File: src/rtl/fp_normalizer_pkg.sv
// Shared types and constants for the fixed-width magnitude normalizer.
package fp_normalizer_pkg;

  localparam int MAG_W  = 12;
  localparam int EXP_W  = 3;
  localparam int SIG_W  = 4;
  localparam int LZ_CAP = 8;
  localparam int CNT_W  = 4;

  // Typed constants so arithmetic and compares stay width-matched.
  localparam logic [CNT_W-1:0] CNT_CAP  = CNT_W'(LZ_CAP);
  localparam logic [CNT_W-1:0] CNT_ONE  = CNT_W'(1);
  localparam logic [EXP_W-1:0] EXP_MAX  = '1;
  localparam logic [EXP_W-1:0] EXP_ONE  = EXP_W'(1);
  localparam logic [SIG_W-1:0] SIG_MAX  = '1;
  localparam logic [SIG_W-1:0] SIG_ONE  = SIG_W'(1);
  // Significand after a carry out of the rounding increment: 1000.
  localparam logic [SIG_W-1:0] SIG_HALF = {1'b1, {(SIG_W-1){1'b0}}};

  typedef enum logic [1:0] {
    ST_IDLE  = 2'd0,
    ST_SCAN  = 2'd1,
    ST_ROUND = 2'd2,
    ST_DONE  = 2'd3
  } state_t;

endpackage

File: src/rtl/fp_round_unit.sv
// Combinational rounding and saturation of a pre-rounded exponent/significand.
module fp_round_unit
  import fp_normalizer_pkg::*;
(
  input  logic [EXP_W-1:0] i_exp,
  input  logic [SIG_W-1:0] i_sig,
  input  logic             i_round,
  input  logic             i_sat,
  output logic [EXP_W-1:0] o_exp,
  output logic [SIG_W-1:0] o_sig
);

  // Round half-up; a carry out of the significand bumps the exponent,
  // and running out of exponent range clamps to the largest code.
  always_comb begin
    // NOTE: every output gets a default first so no path leaves it unassigned (no latch).
    o_exp = i_exp;
    o_sig = i_sig;
    if (i_sat) begin
      o_exp = EXP_MAX;
      o_sig = SIG_MAX;
    end else if (i_round) begin
      if (i_sig != SIG_MAX) begin
        o_sig = i_sig + SIG_ONE;
      end else if (i_exp != EXP_MAX) begin
        o_exp = i_exp + EXP_ONE;
        o_sig = SIG_HALF;
      end else begin
        o_exp = EXP_MAX;
        o_sig = SIG_MAX;
      end
    end
  end

endmodule

File: src/rtl/fp_normalizer.sv
// Converts a 12-bit sign-magnitude sample into a 3-bit exponent / 4-bit
// significand by shifting out leading zeros one bit per cycle, then rounding.
module fp_normalizer
  import fp_normalizer_pkg::*;
(
  input  logic             clk,
  input  logic             rst_n,
  input  logic             in_valid,
  output logic             in_ready,
  input  logic             sign_in,
  input  logic [MAG_W-1:0] mag_in,
  output logic             out_valid,
  input  logic             out_ready,
  output logic             sign_out,
  output logic [EXP_W-1:0] exp_out,
  output logic [SIG_W-1:0] sig_out
);

  state_t             r_state;
  state_t             w_next;
  logic [MAG_W-1:0]   r_sreg;
  logic [CNT_W-1:0]   r_cnt;
  logic               r_sign;
  logic               r_sign_out;
  logic [EXP_W-1:0]   r_exp_out;
  logic [SIG_W-1:0]   r_sig_out;

  logic               w_load;
  logic               w_shift;
  logic               w_update;
  logic [EXP_W-1:0]   w_pre_exp;
  logic [EXP_W-1:0]   w_rnd_exp;
  logic [SIG_W-1:0]   w_rnd_sig;
  logic               w_sat;

  // State register; reset drops any in-flight sample.
  always_ff @(posedge clk or negedge rst_n) begin
    if (!rst_n) begin
      r_state <= ST_IDLE;
    end else begin
      // NOTE: sequential state uses non-blocking assignment so all flops update together.
      r_state <= w_next;
    end
  end

  // Next-state decode plus handshake outputs and datapath strobes.
  always_comb begin
    w_next    = r_state;
    in_ready  = 1'b0;
    out_valid = 1'b0;
    w_load    = 1'b0;
    w_shift   = 1'b0;
    w_update  = 1'b0;
    case (r_state)
      ST_IDLE: begin
        in_ready = 1'b1;
        if (in_valid) begin
          w_load = 1'b1;
          w_next = ST_SCAN;
        end
      end
      ST_SCAN: begin
        if (r_sreg[MAG_W-1] || (r_cnt == CNT_CAP)) begin
          w_next = ST_ROUND;
        end else begin
          w_shift = 1'b1;
        end
      end
      ST_ROUND: begin
        w_update = 1'b1;
        w_next   = ST_DONE;
      end
      ST_DONE: begin
        out_valid = 1'b1;
        if (out_ready) begin
          w_next = ST_IDLE;
        end
      end
      default: w_next = ST_IDLE;
    endcase
  end

  // Shift register and leading-zero counter.
  always_ff @(posedge clk or negedge rst_n) begin
    if (!rst_n) begin
      // NOTE: datapath registers are reset too, because their reset values are observable.
      r_sreg <= '0;
      r_cnt  <= '0;
      r_sign <= 1'b0;
    end else if (w_load) begin
      r_sreg <= mag_in;
      r_cnt  <= '0;
      r_sign <= sign_in;
    end else if (w_shift) begin
      r_sreg <= {r_sreg[MAG_W-2:0], 1'b0};
      r_cnt  <= r_cnt + CNT_ONE;
    end
  end

  // A count of 0 means the top bit was already set: too large to represent.
  assign w_sat     = (r_cnt == '0);
  // Exponent counts down from the cap; hitting the cap means a denormal-style 0.
  assign w_pre_exp = (r_cnt == CNT_CAP) ? '0 : EXP_W'(CNT_CAP - r_cnt);

  fp_round_unit u_round (
    .i_exp   (w_pre_exp),
    .i_sig   (r_sreg[MAG_W-1 -: SIG_W]),
    .i_round (r_sreg[MAG_W-1-SIG_W]),
    .i_sat   (w_sat),
    .o_exp   (w_rnd_exp),
    .o_sig   (w_rnd_sig)
  );

  // Result registers change only in ROUND and hold through DONE/IDLE/SCAN.
  always_ff @(posedge clk or negedge rst_n) begin
    if (!rst_n) begin
      r_sign_out <= 1'b0;
      r_exp_out  <= '0;
      r_sig_out  <= '0;
    end else if (w_update) begin
      r_sign_out <= r_sign;
      r_exp_out  <= w_rnd_exp;
      r_sig_out  <= w_rnd_sig;
    end
  end

  assign sign_out = r_sign_out;
  assign exp_out  = r_exp_out;
  assign sig_out  = r_sig_out;

endmodule

File: config.mk
export PLATFORM = sky130hd
export DESIGN_NAME = fp_normalizer
export DESIGN_NICKNAME = d
export VERILOG_FILES = /design/src/rtl/fp_normalizer_pkg.sv /design/src/rtl/fp_round_unit.sv /design/src/rtl/fp_normalizer.sv
export SDC_FILE = /design/constraint.sdc
export NUM_CORES = 1
export LEC_CHECK = 0
export CAP_MARGIN = 10
export CORE_MARGIN = 3
export CORE_UTILIZATION = 30
export DETAILED_ROUTE_END_ITERATION = 16
export GPL_TIMING_DRIVEN = 0
export PLACE_DENSITY = 0.5
export SLEW_MARGIN = 20
export SYNTH_ARGS = -nofsm -noshare
export SYNTH_HDL_FRONTEND = slang
export SYNTH_SLANG_ARGS = --single-unit
File: constraint.sdc
create_clock -name clk -period 2.29 [get_ports clk]
set_clock_uncertainty 0.05 [all_clocks]
set_input_delay 0.458 -clock clk [delete_from_list [all_inputs] [get_ports clk]]
set_output_delay 0.458 -clock clk [all_outputs]
set_load 0.02 [all_outputs]
## Word level (Yosys, flattened, before mapping)

Index checks and enable logic that the tools add are counted.

| cells by class | value |
|---|---|
| $add $sub $neg | 4 |
| equality and inequality tests | 9 |
| mux-type cells | 24 |
| reductions and logical operators | 5 |

Operators by type and width:

| kind | count |
|---|---|
| 2-to-1 mux 12 bit | 2 |
| 2-to-1 mux 4 bit | 5 |
| 2-to-1 mux 3 bit | 6 |
| adder 4 x 1 -> 4 bit (second input constant) | 2 |
| one-hot mux 2 bit (4 select lines) | 1 |
| 2-to-1 mux 1 bit | 7 |
| 2-to-1 mux 2 bit | 3 |
| != test 2 bit (second input constant) | 3 |
| == test 2 bit (second input constant) | 2 |
| == test 4 bit (second input constant) | 1 |
| logical NOT 4 bit | 1 |
| != test 4 bit (second input constant) | 1 |
| adder 3 x 1 -> 3 bit (second input constant) | 1 |
| != test 3 bit (second input constant) | 1 |
| AND reduction 3 bit | 1 |
| subtractor 1 x 3 -> 3 bit (first input constant) | 1 |
| == test 2 x 1 -> 1 bit (second input constant) | 1 |
| logical NOT 2 bit | 1 |
| nonzero test 2 bit | 1 |
| logical OR 1 bit | 1 |

| word-level totals | value |
|---|---|
| flip-flop bits (word level) | 27 |
| input port bits | 17 |
| output and inout bits | 10 |
| logic and storage cells | 49 |

## Longest topological paths before layout

| logic depth | value |
|---|---|
| word-level depth | 7 |
| depth in mapped cells | 7 |
| depth with buffers taken out | 6 |

## By module

From an unflattened synthesis, not the netlist that was laid out.

| unflattened totals | value |
|---|---|
| cell total of the unflattened synthesis | 158 |
| area, all modules | 1531.5 µm² |

By module, submodules not included:

| module | instances | cells each | area an instance (µm²) | sequential area each (µm²) |
|---|---|---|---|---|
| fp_normalizer | 1 | 133 | 1341.3 | 675.6 |
| fp_round_unit | 1 | 25 | 190.2 | 0.0 |

## Worst setup path after synthesis

Ideal clock, no wire load.

| timing | value |
|---|---|
| kind | reg2reg |
| from | reg r_state[0] |
| to | reg r_sign |
| library setup time | 125 ps |
| arrival | 1514 ps |
| required time | 2115 ps |
| setup slack | 601 ps |
| stages on the path, launching flop included | 6 |
| path buffers | 1 |
| clock period less this slack | 1689 ps |
| cells stage by stage | dfrtp_1 inv_1 ha_1 and2_1 clkbuf_1 mux2_2 |

| between the ends | value |
|---|---|
| longest elaborated chain between the ends | 2 |

Ends and longest elaborated chain:

| what | line | RTL |
|---|---|---|
| from (decl) | fp_normalizer.sv:19 | `state_t r_state;` |
| from (signal assigned) | fp_normalizer.sv:42 | `r_state <= w_next;` |
| logical NOT 2 bit | fp_normalizer.sv:54 | `case (r_state)` |
| 2-to-1 mux 1 bit | fp_normalizer.sv:54 |  |
| to (signal assigned) | fp_normalizer.sv:93 | `r_sign <= sign_in;` |
| to (decl) | fp_normalizer.sv:23 | `logic r_sign;` |

No other way between the ends.
A chain may end at the register's enable or synchronous reset.

## Worst setup path after layout

| timing | value |
|---|---|
| from | reg r_state[0] |
| to | out in_ready |

| between the ends | value |
|---|---|
| longest elaborated chain between the ends | 2 |

Ends and longest elaborated chain:

| what | line | RTL |
|---|---|---|
| logical NOT 2 bit | fp_normalizer.sv:54 |  |
| 2-to-1 mux 1 bit | fp_normalizer.sv:54 |  |
| to (decl) | fp_normalizer.sv:9 | `output logic in_ready,` |

No other way between the ends.

==> results.sh <==
export IMPL_pwr_share_seq=0.386
export IMPL_synth_seq_cells=27
export IMPL_yosys_warnings=0
export IMPL_grt_overflow_total=0
export IMPL_combPwrFrac=0.485
export IMPL_nets=198
export IMPL_tightest_slew_ns=0.627
export IMPL_yosysSeqAreaShare=0.477
export IMPL_drive_gt1_frac=0.0756
export IMPL_postCtsHoldBufs=0
export IMPL_clk_latency_ns=0.27
export IMPL_min_period_over_period=0.937
export IMPL_die_h_um=74.7
export IMPL_ant_nets=0
export IMPL_wire_per_inst_um=13.0
export IMPL_end_kind="output port"
export IMPL_p_clk_frac=0.128
export IMPL_synth_top_area_cell="dfrtp_1"
export IMPL_grt_first_pass_wirelength_um=4970
export IMPL_firstDrtPassIters=4
export IMPL_cts_tree="yes"
export IMPL_fp_row_count=24
export IMPL_grt_max_degree=28
export IMPL_grt_setup_unrepaired="no"
export IMPL_die_x_um=74.7
export IMPL_cts_resized_gates=0
export IMPL_gp_congestion=0.782
export IMPL_p_sw_frac=0.401
export IMPL_design_portCount=27
export IMPL_power_uw=2150
export IMPL_path_max_fanout=4
export IMPL_irDropWorstVdd_uv=420
export IMPL_cts_htree_levels=1
export IMPL_setup_violations=0
export IMPL_grt_usage=0.114
export IMPL_start_util=0.319
export IMPL_holdCritPathClass="primary input to asynchronous set/reset pin"
export IMPL_routed_wl_um=2910
export IMPL_ys_types=30
export IMPL_coreArea_um2=4440
export IMPL_antenna_found_initial=0
export IMPL_switchingPower_uw=863
export IMPL_synth_top_area_frac=0.477
export IMPL_fmax_mhz=466
export IMPL_n_antenna_cell=0
export IMPL_drtIter0Drc=57
export IMPL_hold_violations=0
export IMPL_critPathLaunchType="flip-flop"
export IMPL_clockRootBuffer="clkbuf_8"
export IMPL_syn_nets=167
export IMPL_layout_cells_non_filler=224
export IMPL_relSlewSlack=0.582
export IMPL_cts_sinks=27
export IMPL_powerDensity_nw_per_um2=1210
export IMPL_p_int_uw=1290
export IMPL_die_area_um2=5580
export IMPL_route_detailed_drc=0
export IMPL_postCtsSetupRepairBufs=0
export IMPL_postSynthCellCount=142
export IMPL_worstPathRequired_ns=1.78
export IMPL_vias=1100
export IMPL_syn_area_um2=1420
export IMPL_final_common_cell="dfrtp_1"
export IMPL_min_period_ns=2.14
export IMPL_crit_type="flip-flop to output port"
export IMPL_cap_violations=0
export IMPL_p_leak_uw=0.000814
export IMPL_synth_area_per_cell_um2=9.97
export IMPL_fin_tns_setup_ns=0
export IMPL_nFillCells=461
export IMPL_cts_buffers=3
export IMPL_synth_area_top_cells="dfrtp_1 (48%), mux2i_1 (7.8%), ha_1 (7.1%)"
export IMPL_clkTransAtPathRegs_ns=0.09
export IMPL_syn_to_final_growth_pct=25.9
export IMPL_post_drt_via_cell_ratio=4.91
export IMPL_hpwl_um=2100
export IMPL_grt_pass1_vias=1119
export IMPL_finalMaxSlewViolations=0
export IMPL_clk_path_buf_depth=2
export IMPL_dpl_cell_count=220
export IMPL_worstPathArrival_ns=1.64
export IMPL_portBuffers=26
export IMPL_final_cell_mix="dfrtp_1 (27), clkdlybuf4s50_1 (25), nand2_1 (18)"
export IMPL_outcome="completed"
-- per-layer routing --
metal / track usage / up-vias / wire (um)
met4: 0.0296 / 0 / 30
met1: 0.145 / 521 / 1390
met3: 0.0227 / 5 / 103
li1: - / 551 / -
met5: 0 / - / 0
met2: 0.196 / 23 / 1380
-- Yosys cell counts, drive strengths merged --
library cell,count
and4,2
a21oi,3
nor2b,2
inv,7
o21ai,16
xnor2,3
buf,3
a31oi,5
nand3b,2
nand3,3
mux2i,11
ha,8
xor2,3
nor2,13
and2,1
nand4,4
o211ai,1
nand2,19
nand4b,1
a222oi,1
a41oi,1
clkbuf,3
nand2b,1
dfrtp,27
mux2,2
-- cell type report --
| type | instances | area [um2] | area share |
|---|---|---|---|
| tap | 52 | 65.1 | 0.0365 |
| clock inverter | 1 | 5.00 | 0.00281 |
| buffer | 6 | 32.5 | 0.0182 |
| multi-input combinational | 102 | 682 | 0.382 |
| timing repair buffer | 26 | 255 | 0.143 |
| sequential | 27 | 676 | 0.379 |
| inverter | 7 | 26.3 | 0.0147 |
| clock buffer | 3 | 41.3 | 0.0232 |
-- worst max-delay path, stage by stage (launching register included) --
cell,delay [ns]
dfrtp_1,0.42
inv_1,0.10
ha_1,0.21
clkdlybuf4s50_1,0.62
-- flip-flops by register name (all words and copies together), names as in the netlist --
register	count
exp_out	3
sign_out	1
sig_out	4
r_state	2
r_cnt	4
r_sign	1
r_sreg	12
-- power by group through the flow --
stage,registers (uW),clock network [uW],logic (uW)
after floorplan,870,0,678
after global placement,831,0,1040
after detailed placement,843,0,1060
after CTS,833,288,1060
after global routing,863,300,1180
final,831,276,1040
-- logic make-up (layout without fill, tap and decap cells) --
kind of cell | count (synthesis) | count (layout) | share of synthesized area
AO/OA/AOI/OAI | 27 | 27 | 0.108
XOR/XNOR | 6 | 6 | 0.0371
adder cells (fa/ha/maj) | 8 | 8 | 0.0707
buffers and inverters | 13 | 43 | 0.0415
flip-flops | 27 | 27 | 0.477
multiplexers | 13 | 13 | 0.0936
AND/OR/NAND/NOR | 48 | 48 | 0.172
-- metrics by stage --
step	hold WS, ns	worst slack [ns]	area (um2)	util
after global placement	0.439	0.263	1740	0.392
after CTS	0.157	0.132	1780	0.401
after detailed placement	0.452	0.243	1740	0.391
after floorplan	0.112	0.601	1420	-
after global routing	0.194	0.0806	1780	0.401
final	0.140	0.145	1780	0.401
-- path summary, 6_finish.rpt --
kind / cells past startpoint / slack [ns] / start / end
setup / recovery: 3 / 0.15 / r_state[0] / in_ready
hold / removal: 1 / 0.14 / rst_n / exp_out[2]
setup reg to reg: 6 / 0.44 / r_cnt[0] / r_state[0]
hold reg to reg: 1 / 0.47 / r_sign / r_sign
max in group asynchronous: 1 / 1.65 / rst_n / r_state[1]
min in group clk: 1 / 0.47 / r_sign / r_sign
Note: power is estimated with default switching activity, not from simulation.
